<file path="src/rtl/hamming_sec_decoder_pkg.sv">
// Shared constants, result type and Hamming helper functions for the
// 38/32 single-error-correcting decode path.
package hamming_pkg;

    localparam int CODE_W  = 38;
    localparam int DATA_W  = 32;
    localparam int PAR_W   = 6;
    localparam int MAX_POS = 38;

    // One decoded word as it leaves the second pipeline stage.
    typedef struct packed {
        logic [DATA_W-1:0] data;
        logic [PAR_W-1:0]  syndrome;
        logic              corrected;
        logic              uncorrectable;
    } dec_result_t;

    // Pull the 32 data bits out of the non-power-of-two positions.
    // Index i of the codeword holds Hamming position i+1.
    function automatic logic [DATA_W-1:0] extract_data(input logic [CODE_W-1:0] code);
        return {code[37:32], code[30:16], code[14:8], code[6:4], code[2]};
    endfunction

    // XOR of the position numbers of every set bit; zero for a clean word,
    // otherwise the position of a single flipped bit.
    function automatic logic [PAR_W-1:0] calc_syndrome(input logic [CODE_W-1:0] code);
        logic [PAR_W-1:0] syn;
        syn = '0;
        for (int p = 1; p <= MAX_POS; p++) begin
            if (code[PAR_W'(p - 1)]) begin
                syn = syn ^ PAR_W'(p);
            end
        end
        return syn;
    endfunction

endpackage

</file>
<file path="src/rtl/hamming_sec_decoder_if.sv">
// Codeword-in / decoded-word-out stream bundle for the SEC decoder.
interface hamming_sec_decoder_if;
    import hamming_pkg::*;

    logic                in_valid;
    logic                in_ready;
    logic [CODE_W-1:0]   in_code;
    logic                out_valid;
    logic                out_ready;
    logic [DATA_W-1:0]   out_data;
    logic [PAR_W-1:0]    out_syndrome;
    logic                out_corrected;
    logic                out_uncorrectable;

    // Producer of codewords and consumer of decoded words.
    modport master (
        output in_valid, in_code, out_ready,
        input  in_ready, out_valid, out_data, out_syndrome,
               out_corrected, out_uncorrectable
    );

    // The decoder itself.
    modport slave (
        input  in_valid, in_code, out_ready,
        output in_ready, out_valid, out_data, out_syndrome,
               out_corrected, out_uncorrectable
    );

endinterface

</file>
<file path="src/rtl/hamming_sec_decoder_syndrome.sv">
// Purely combinational syndrome generator; also usable by the encoder's
// self-check, so it has no clock or handshake.
module hamming_syndrome
    import hamming_pkg::*;
(
    input  logic [CODE_W-1:0] code,
    output logic [PAR_W-1:0]  syndrome
);

    // Syndrome follows the codeword with no state.
    always_comb begin
        syndrome = calc_syndrome(code);
    end

endmodule

</file>
<file path="src/rtl/hamming_sec_decoder.sv">
// Two-stage Hamming SEC decoder: S1 holds the codeword and its syndrome,
// S2 holds the corrected data with status flags. Saturating counters tally
// corrected and uncorrectable words as they are delivered.
module hamming_sec_decoder
    import hamming_pkg::*;
#(
    parameter int CNT_W = 16
) (
    input  logic                  clk,
    input  logic                  rst,
    hamming_sec_decoder_if.slave  bus,
    input  logic                  clr_counts,
    output logic [CNT_W-1:0]      corr_count,
    output logic [CNT_W-1:0]      uncorr_count
);

    logic                s1_valid;
    logic [CODE_W-1:0]   s1_code;
    logic [PAR_W-1:0]    s1_syndrome;
    logic [PAR_W-1:0]    syndrome_w;
    logic                out_valid_q;
    dec_result_t         out_q;
    dec_result_t         fix;
    logic [CODE_W-1:0]   corr_mask;
    logic                s2_advance;
    logic                in_ready_w;
    logic                out_xfer;

    hamming_syndrome u_syndrome (
        .code     (bus.in_code),
        .syndrome (syndrome_w)
    );

    // S2 moves when it is empty or its word is being taken; S1 can take a
    // new word when it is empty or is handing its word to S2.
    always_comb begin
        s2_advance = !out_valid_q || bus.out_ready;
        in_ready_w = !s1_valid || s2_advance;
        out_xfer   = out_valid_q && bus.out_ready;
    end

    // Stage 1 captures the incoming codeword together with its syndrome.
    always_ff @(posedge clk or posedge rst) begin
        if (rst) begin
            s1_valid    <= 1'b0;
            s1_code     <= '0;
            s1_syndrome <= '0;
        end else if (in_ready_w) begin
            s1_valid <= bus.in_valid;
            if (bus.in_valid) begin
                s1_code     <= bus.in_code;
                s1_syndrome <= syndrome_w;
            end
        end
    end

    // Flip the single bit named by the syndrome (positions 1..38 only) and
    // classify the word; syndromes past 38 leave the codeword untouched.
    always_comb begin
        corr_mask = '0;
        fix       = '0;
        for (int i = 0; i < CODE_W; i++) begin
            corr_mask[i] = (s1_syndrome == PAR_W'(i + 1));
        end
        fix.data          = extract_data(s1_code ^ corr_mask);
        fix.syndrome      = s1_syndrome;
        fix.corrected     = (s1_syndrome != '0) && (s1_syndrome <= PAR_W'(MAX_POS));
        fix.uncorrectable = (s1_syndrome > PAR_W'(MAX_POS));
    end

    // Stage 2 holds the decoded word stable until the consumer takes it.
    always_ff @(posedge clk or posedge rst) begin
        if (rst) begin
            out_valid_q <= 1'b0;
            out_q       <= '0;
        end else if (s2_advance) begin
            out_valid_q <= s1_valid;
            if (s1_valid) begin
                out_q <= fix;
            end
        end
    end

    // Corrected-word tally: clear wins over a same-cycle increment, and the
    // count sticks at all-ones.
    always_ff @(posedge clk or posedge rst) begin
        if (rst) begin
            corr_count <= '0;
        end else if (clr_counts) begin
            corr_count <= '0;
        end else if (out_xfer && out_q.corrected && (corr_count != '1)) begin
            corr_count <= corr_count + CNT_W'(1);
        end
    end

    // Uncorrectable-word tally with the same clear and saturation rules.
    always_ff @(posedge clk or posedge rst) begin
        if (rst) begin
            uncorr_count <= '0;
        end else if (clr_counts) begin
            uncorr_count <= '0;
        end else if (out_xfer && out_q.uncorrectable && (uncorr_count != '1)) begin
            uncorr_count <= uncorr_count + CNT_W'(1);
        end
    end

    assign bus.in_ready          = in_ready_w;
    assign bus.out_valid         = out_valid_q;
    assign bus.out_data          = out_q.data;
    assign bus.out_syndrome      = out_q.syndrome;
    assign bus.out_corrected     = out_q.corrected;
    assign bus.out_uncorrectable = out_q.uncorrectable;

endmodule

</file>
<file path="src/flat_wrapper.sv">
// flat-port wrapper written by rule: the top's interface ports become plain ports
module hamming_sec_decoder_flat import hamming_pkg::*;
#(
    parameter int CNT_W = 16
)
  (clk, rst, clr_counts, corr_count, uncorr_count, bus_in_valid, bus_in_code, bus_out_ready, bus_in_ready, bus_out_valid, bus_out_data, bus_out_syndrome, bus_out_corrected, bus_out_uncorrectable);
  hamming_sec_decoder_if bus_i ();
  input  logic clk;
  input  logic rst;
  input  logic clr_counts;
  output logic [CNT_W-1:0] corr_count;
  output logic [CNT_W-1:0] uncorr_count;
  input wire logic [$bits(bus_i.in_valid)-1:0] bus_in_valid;
  input wire logic [$bits(bus_i.in_code)-1:0] bus_in_code;
  input wire logic [$bits(bus_i.out_ready)-1:0] bus_out_ready;
  output wire logic [$bits(bus_i.in_ready)-1:0] bus_in_ready;
  output wire logic [$bits(bus_i.out_valid)-1:0] bus_out_valid;
  output wire logic [$bits(bus_i.out_data)-1:0] bus_out_data;
  output wire logic [$bits(bus_i.out_syndrome)-1:0] bus_out_syndrome;
  output wire logic [$bits(bus_i.out_corrected)-1:0] bus_out_corrected;
  output wire logic [$bits(bus_i.out_uncorrectable)-1:0] bus_out_uncorrectable;
  assign bus_i.in_valid = bus_in_valid;
  assign bus_i.in_code = bus_in_code;
  assign bus_i.out_ready = bus_out_ready;
  assign bus_in_ready = bus_i.in_ready;
  assign bus_out_valid = bus_i.out_valid;
  assign bus_out_data = bus_i.out_data;
  assign bus_out_syndrome = bus_i.out_syndrome;
  assign bus_out_corrected = bus_i.out_corrected;
  assign bus_out_uncorrectable = bus_i.out_uncorrectable;
  hamming_sec_decoder #(.CNT_W(CNT_W)) u_core (.clk(clk), .rst(rst), .bus(bus_i), .clr_counts(clr_counts), .corr_count(corr_count), .uncorr_count(uncorr_count));
endmodule
</file>
<file path="config.mk">
export PLATFORM = sky130hd
export DESIGN_NAME = hamming_sec_decoder_flat
export DESIGN_NICKNAME = d
export VERILOG_FILES = /design/src/rtl/hamming_sec_decoder_pkg.sv /design/src/rtl/hamming_sec_decoder_if.sv /design/src/rtl/hamming_sec_decoder_syndrome.sv /design/src/rtl/hamming_sec_decoder.sv /design/src/flat_wrapper.sv
export SDC_FILE = /design/constraint.sdc
export NUM_CORES = 1
export LEC_CHECK = 0
export BUFFER_PORTS_ARGS = -buffer_cell sky130_fd_sc_hd__buf_2
export CORE_MARGIN = 2
export CORE_UTILIZATION = 50
export DETAILED_ROUTE_END_ITERATION = 10
export GPL_TIMING_DRIVEN = 0
export PLACE_DENSITY_LB_ADDON = 0.25
export REMOVE_ABC_BUFFERS = 1
export SLEW_MARGIN = 20
export SYNTH_ARGS = -nofsm -noshare
export SYNTH_HDL_FRONTEND = slang
export SYNTH_SLANG_ARGS = --single-unit
</file>
<file path="constraint.sdc">
create_clock -name clk -period 4.7 [get_ports clk]
set_clock_uncertainty 0.05 [all_clocks]
set_input_delay 0.47 -clock clk [delete_from_list [all_inputs] [get_ports clk]]
set_output_delay 0.47 -clock clk [all_outputs]
set_load 0.005 [all_outputs]
</file>
==> flow_summary.ini <==
[placement]
gp_congestion = 0.798
post-place-ws_ns = 2.46
dpl.cell_count = 760
placed_cell_area_um2 = 6360
dp_hpwl_mm = 8.77
portBuffers = 116

[worst_setup_path]
max_stage_delay_ns = 0.82
reg2reg_slack_ns = 2.44
crit_fanout = 12
path_class = reg2reg
reg2reg_depth = 6
critPathBufInv = 0
crit_family = simple AND/OR/NAND/NOR gates
end_kind = flip-flop
crit_chain = ha_1 -> nand4_1 -> nor4_2 -> nor3_1 -> xnor2_1 -> nor2_1
crit_required_ns = 4.86
reg2reg_to = u_core.uncorr_count[5]$_DFFE_PP0P_
cp_num_cells = 6
crit_arrival_ns = 2.42
reg2reg_from = u_core.uncorr_count[0]$_DFFE_PP0P_
worst_setup_path_start_kind = flip-flop
crit_slowest_cell = nor4_2

[global_route]
track_usage_pct = 21.8
grt_max_degree = 74
overflow = 0
antenna_found_initial = 0
grt_pass1_wl_mm = 20.3
grt_pass1_vias = 4021

[sta]
max_freq_mhz = 442
fin_crit_sh_pct = 48.1
hold_viol = 0
layout_min_cycle_time_ns = 2.26
tightestPinTransition_ns = 0.965
slew_headroom_pct = 35.1
fin_tns_setup_ns = 0
setup_slack_ns = 2.44
rsz0062_at_grt = no
slew_viol_final = 0
whs_ns = 0.0708
finalSetupViolCount = 0

[yosys]
yosysWarnings = 0
ys_ff_latch = 112
syn_avg_cell_area_um2 = 10.8
netlist_area_um2 = 5650
yosysSeqAreaShare_pct = 49.6
syn_inst = 524
ys_types = 36

[routing]
drtIter0Drc = 262
dr.pass1.iters = 4
finalWirelength_mm = 12.5
drc_errors = 0
wl_met1_mm = 5.69
top_layer = met4
via_per_inst = 5.30
dr_wl_met2_mm = 6.06
wl_met3_um = 515
vias = 4109
avgRoutedWirePerCell_um = 16.1
antenna_left = 0

[clock_tree]
numCtsBuffers = 9
post_cts_buffers = 0
cts_tree = done
cts_sinks = 112
worstSkewPairLatency_ns = 0.35
cts_hold_buf = 0
cts_root_buf = clkbuf_16
htreeDepth = 3
clk_pin_slew_ns = 0.07
cts_resized = 0
clk_path_buf_depth = 2

[floorplan]
die_x_um = 110
rows = 38
coreArea_um2 = 10900
initial_core_util_pct = 51.7
io_pins = 117
dieArea_um2 = 12200
die_h_um = 110

[power_and_ir_drop]
combPwrFrac_pct = 26.2
seqPwrFrac_pct = 48.0
vdd_drop_max_v = 0.000185
p_int_mw = 1.84
clkPwrFrac_pct = 25.8
power_mw = 2.72
p_leak_nw = 2.89
switching_share_pct = 32.4
power_density_nw_per_um2 = 410
p_sw_mw = 0.880

[cells_and_area]
design_area_um2 = 6620
fin_cells = 776
n_fill_cell = 961
layout_common_cells = buf_2 (116), dfrtp_1 (112), nor2_1 (70)
drive_gt1_share_pct = 28.0
post-route-util_pct = 60.6
diodes = 0
area_growth_pct = 17.2
mostFrequentLayoutCell = buf_2
nNetsFinal = 676

[flow_run]
maxCapViolCount = 0

[min_path]
hp-class = in2async

[status]
status = completed
[layer usage]
| metal | global-route usage (%) | vias to the layer above |
|---|---|---|
| met3 | 2.70 | 14 |
| met4 | 8.21 | 0 |
| met1 | 29.6 | 1993 |
| met5 | 0 | - |
| met2 | 36.0 | 114 |
| li1 | - | 1988 |
[worst max-delay path by stage]
stage                                        from                                   end
2_1_floorplan                                 rst  u_core.bus.out_corrected$_DFFE_PP0P_
3_3_place_gp                                  rst   u_core.bus.out_data[10]$_DFFE_PP0P_
3_5_place_dp   u_core.uncorr_count[0]$_DFFE_PP0P_    u_core.uncorr_count[5]$_DFFE_PP0P_
4_1_cts        u_core.uncorr_count[0]$_DFFE_PP0P_    u_core.uncorr_count[5]$_DFFE_PP0P_
5_1_grt          u_core.corr_count[0]$_DFFE_PP0P_      u_core.corr_count[9]$_DFFE_PP0P_
6_report       u_core.uncorr_count[0]$_DFFE_PP0P_    u_core.uncorr_count[5]$_DFFE_PP0P_
[synth_stat cells]
| library cell | number | share of area (%) |
|---|---|---|
| nor3_1 | 7 | 0.62 |
| clkbuf_1 | 7 | 0.46 |
| or3_1 | 2 | 0.22 |
| nand4_1 | 17 | 1.9 |
| nor4_1 | 3 | 0.33 |
| nor2_1 | 70 | 4.6 |
| o21ai_1 | 9 | 0.80 |
| xor2_1 | 46 | 7.1 |
| o211a_1 | 2 | 0.35 |
| buf_2 | 14 | 1.2 |
| and3_1 | 5 | 0.55 |
| nand3b_1 | 1 | 0.13 |
| xnor2_4 | 1 | 0.49 |
| inv_1 | 4 | 0.27 |
| nand4_2 | 2 | 0.44 |
| nor3b_1 | 8 | 1.1 |
| mux2_1 | 6 | 1.2 |
| ha_1 | 2 | 0.44 |
| a22oi_1 | 1 | 0.13 |
| and2_1 | 7 | 0.77 |
| nand2_1 | 27 | 1.8 |
| dfrtp_1 | 112 | 50 |
| xnor2_1 | 53 | 8.2 |
| nand3_1 | 22 | 1.9 |
| mux2_2 | 35 | 7.0 |
| nor4bb_1 | 2 | 0.35 |
| buf_1 | 1 | 0.066 |
| xnor3_2 | 1 | 0.42 |
| xnor3_1 | 3 | 1.2 |
| nand2b_1 | 3 | 0.33 |
| xnor2_2 | 4 | 1.2 |
| and4_1 | 2 | 0.31 |
| nor4_2 | 2 | 0.44 |
| a311o_1 | 1 | 0.18 |
| a21oi_1 | 36 | 3.2 |
| nor2b_1 | 6 | 0.66 |
[worst register-to-register path, stage by stage, from the launching register on]
cell and delay, ns:
dfrtp_1 0.41, ha_1 0.21, nand4_1 0.17, nor4_2 0.82, nor3_1 0.16, xnor2_1 0.23
nor2_1 0.07
[logic make-up after synthesis]
family | count (synthesis) | synth area share (%)
xor gates and xnor gates | 108 | 18.6
buffers and inverters | 26 | 2.04
AOI/OAI and AO/OA | 49 | 4.65
muxes | 41 | 8.17
adders and majority gates | 2 | 0.443
and+or+nand+nor | 186 | 16.5
DFF | 112 | 49.6
[cell type report]
| class | instances | area (um^2) | area share (%) |
|---|---|---|---|
| clock buffer | 13 | 240 | 3.63 |
| clock inverter | 3 | 18.8 | 0.283 |
| inverter | 4 | 20.0 | 0.302 |
| multi-input combinational | 386 | 2740 | 41.3 |
| sequential | 112 | 2800 | 42.3 |
| tap | 140 | 175 | 2.64 |
| timing repair buffer | 118 | 628 | 9.48 |
[sequential cells by signal, indices dropped and copies added (netlist names)]
| name | flops |
|---|---|
| u_core.s1_code | 33 |
| u_core.bus.out_data | 32 |
| u_core.corr_count | 16 |
| u_core.uncorr_count | 16 |
| u_core.bus.out_syndrome | 6 |
| u_core.s1_syndrome | 5 |
| u_core.bus.out_corrected | 1 |
| u_core.bus.out_uncorrectable | 1 |
| u_core.bus.out_valid | 1 |
| u_core.s1_valid | 1 |
[power groups by stage]
stage | Combinational (mW) | Sequential [mW] | Clock (mW)
floorplan | 0.450 | 1.29 | 0
global placement | 0.701 | 1.31 | 0
detailed placement | 0.717 | 1.32 | 0
CTS | 0.723 | 1.30 | 0.719
global route | 0.795 | 1.33 | 0.757
finish | 0.712 | 1.31 | 0.700
(Power assumes the default switching activity.)
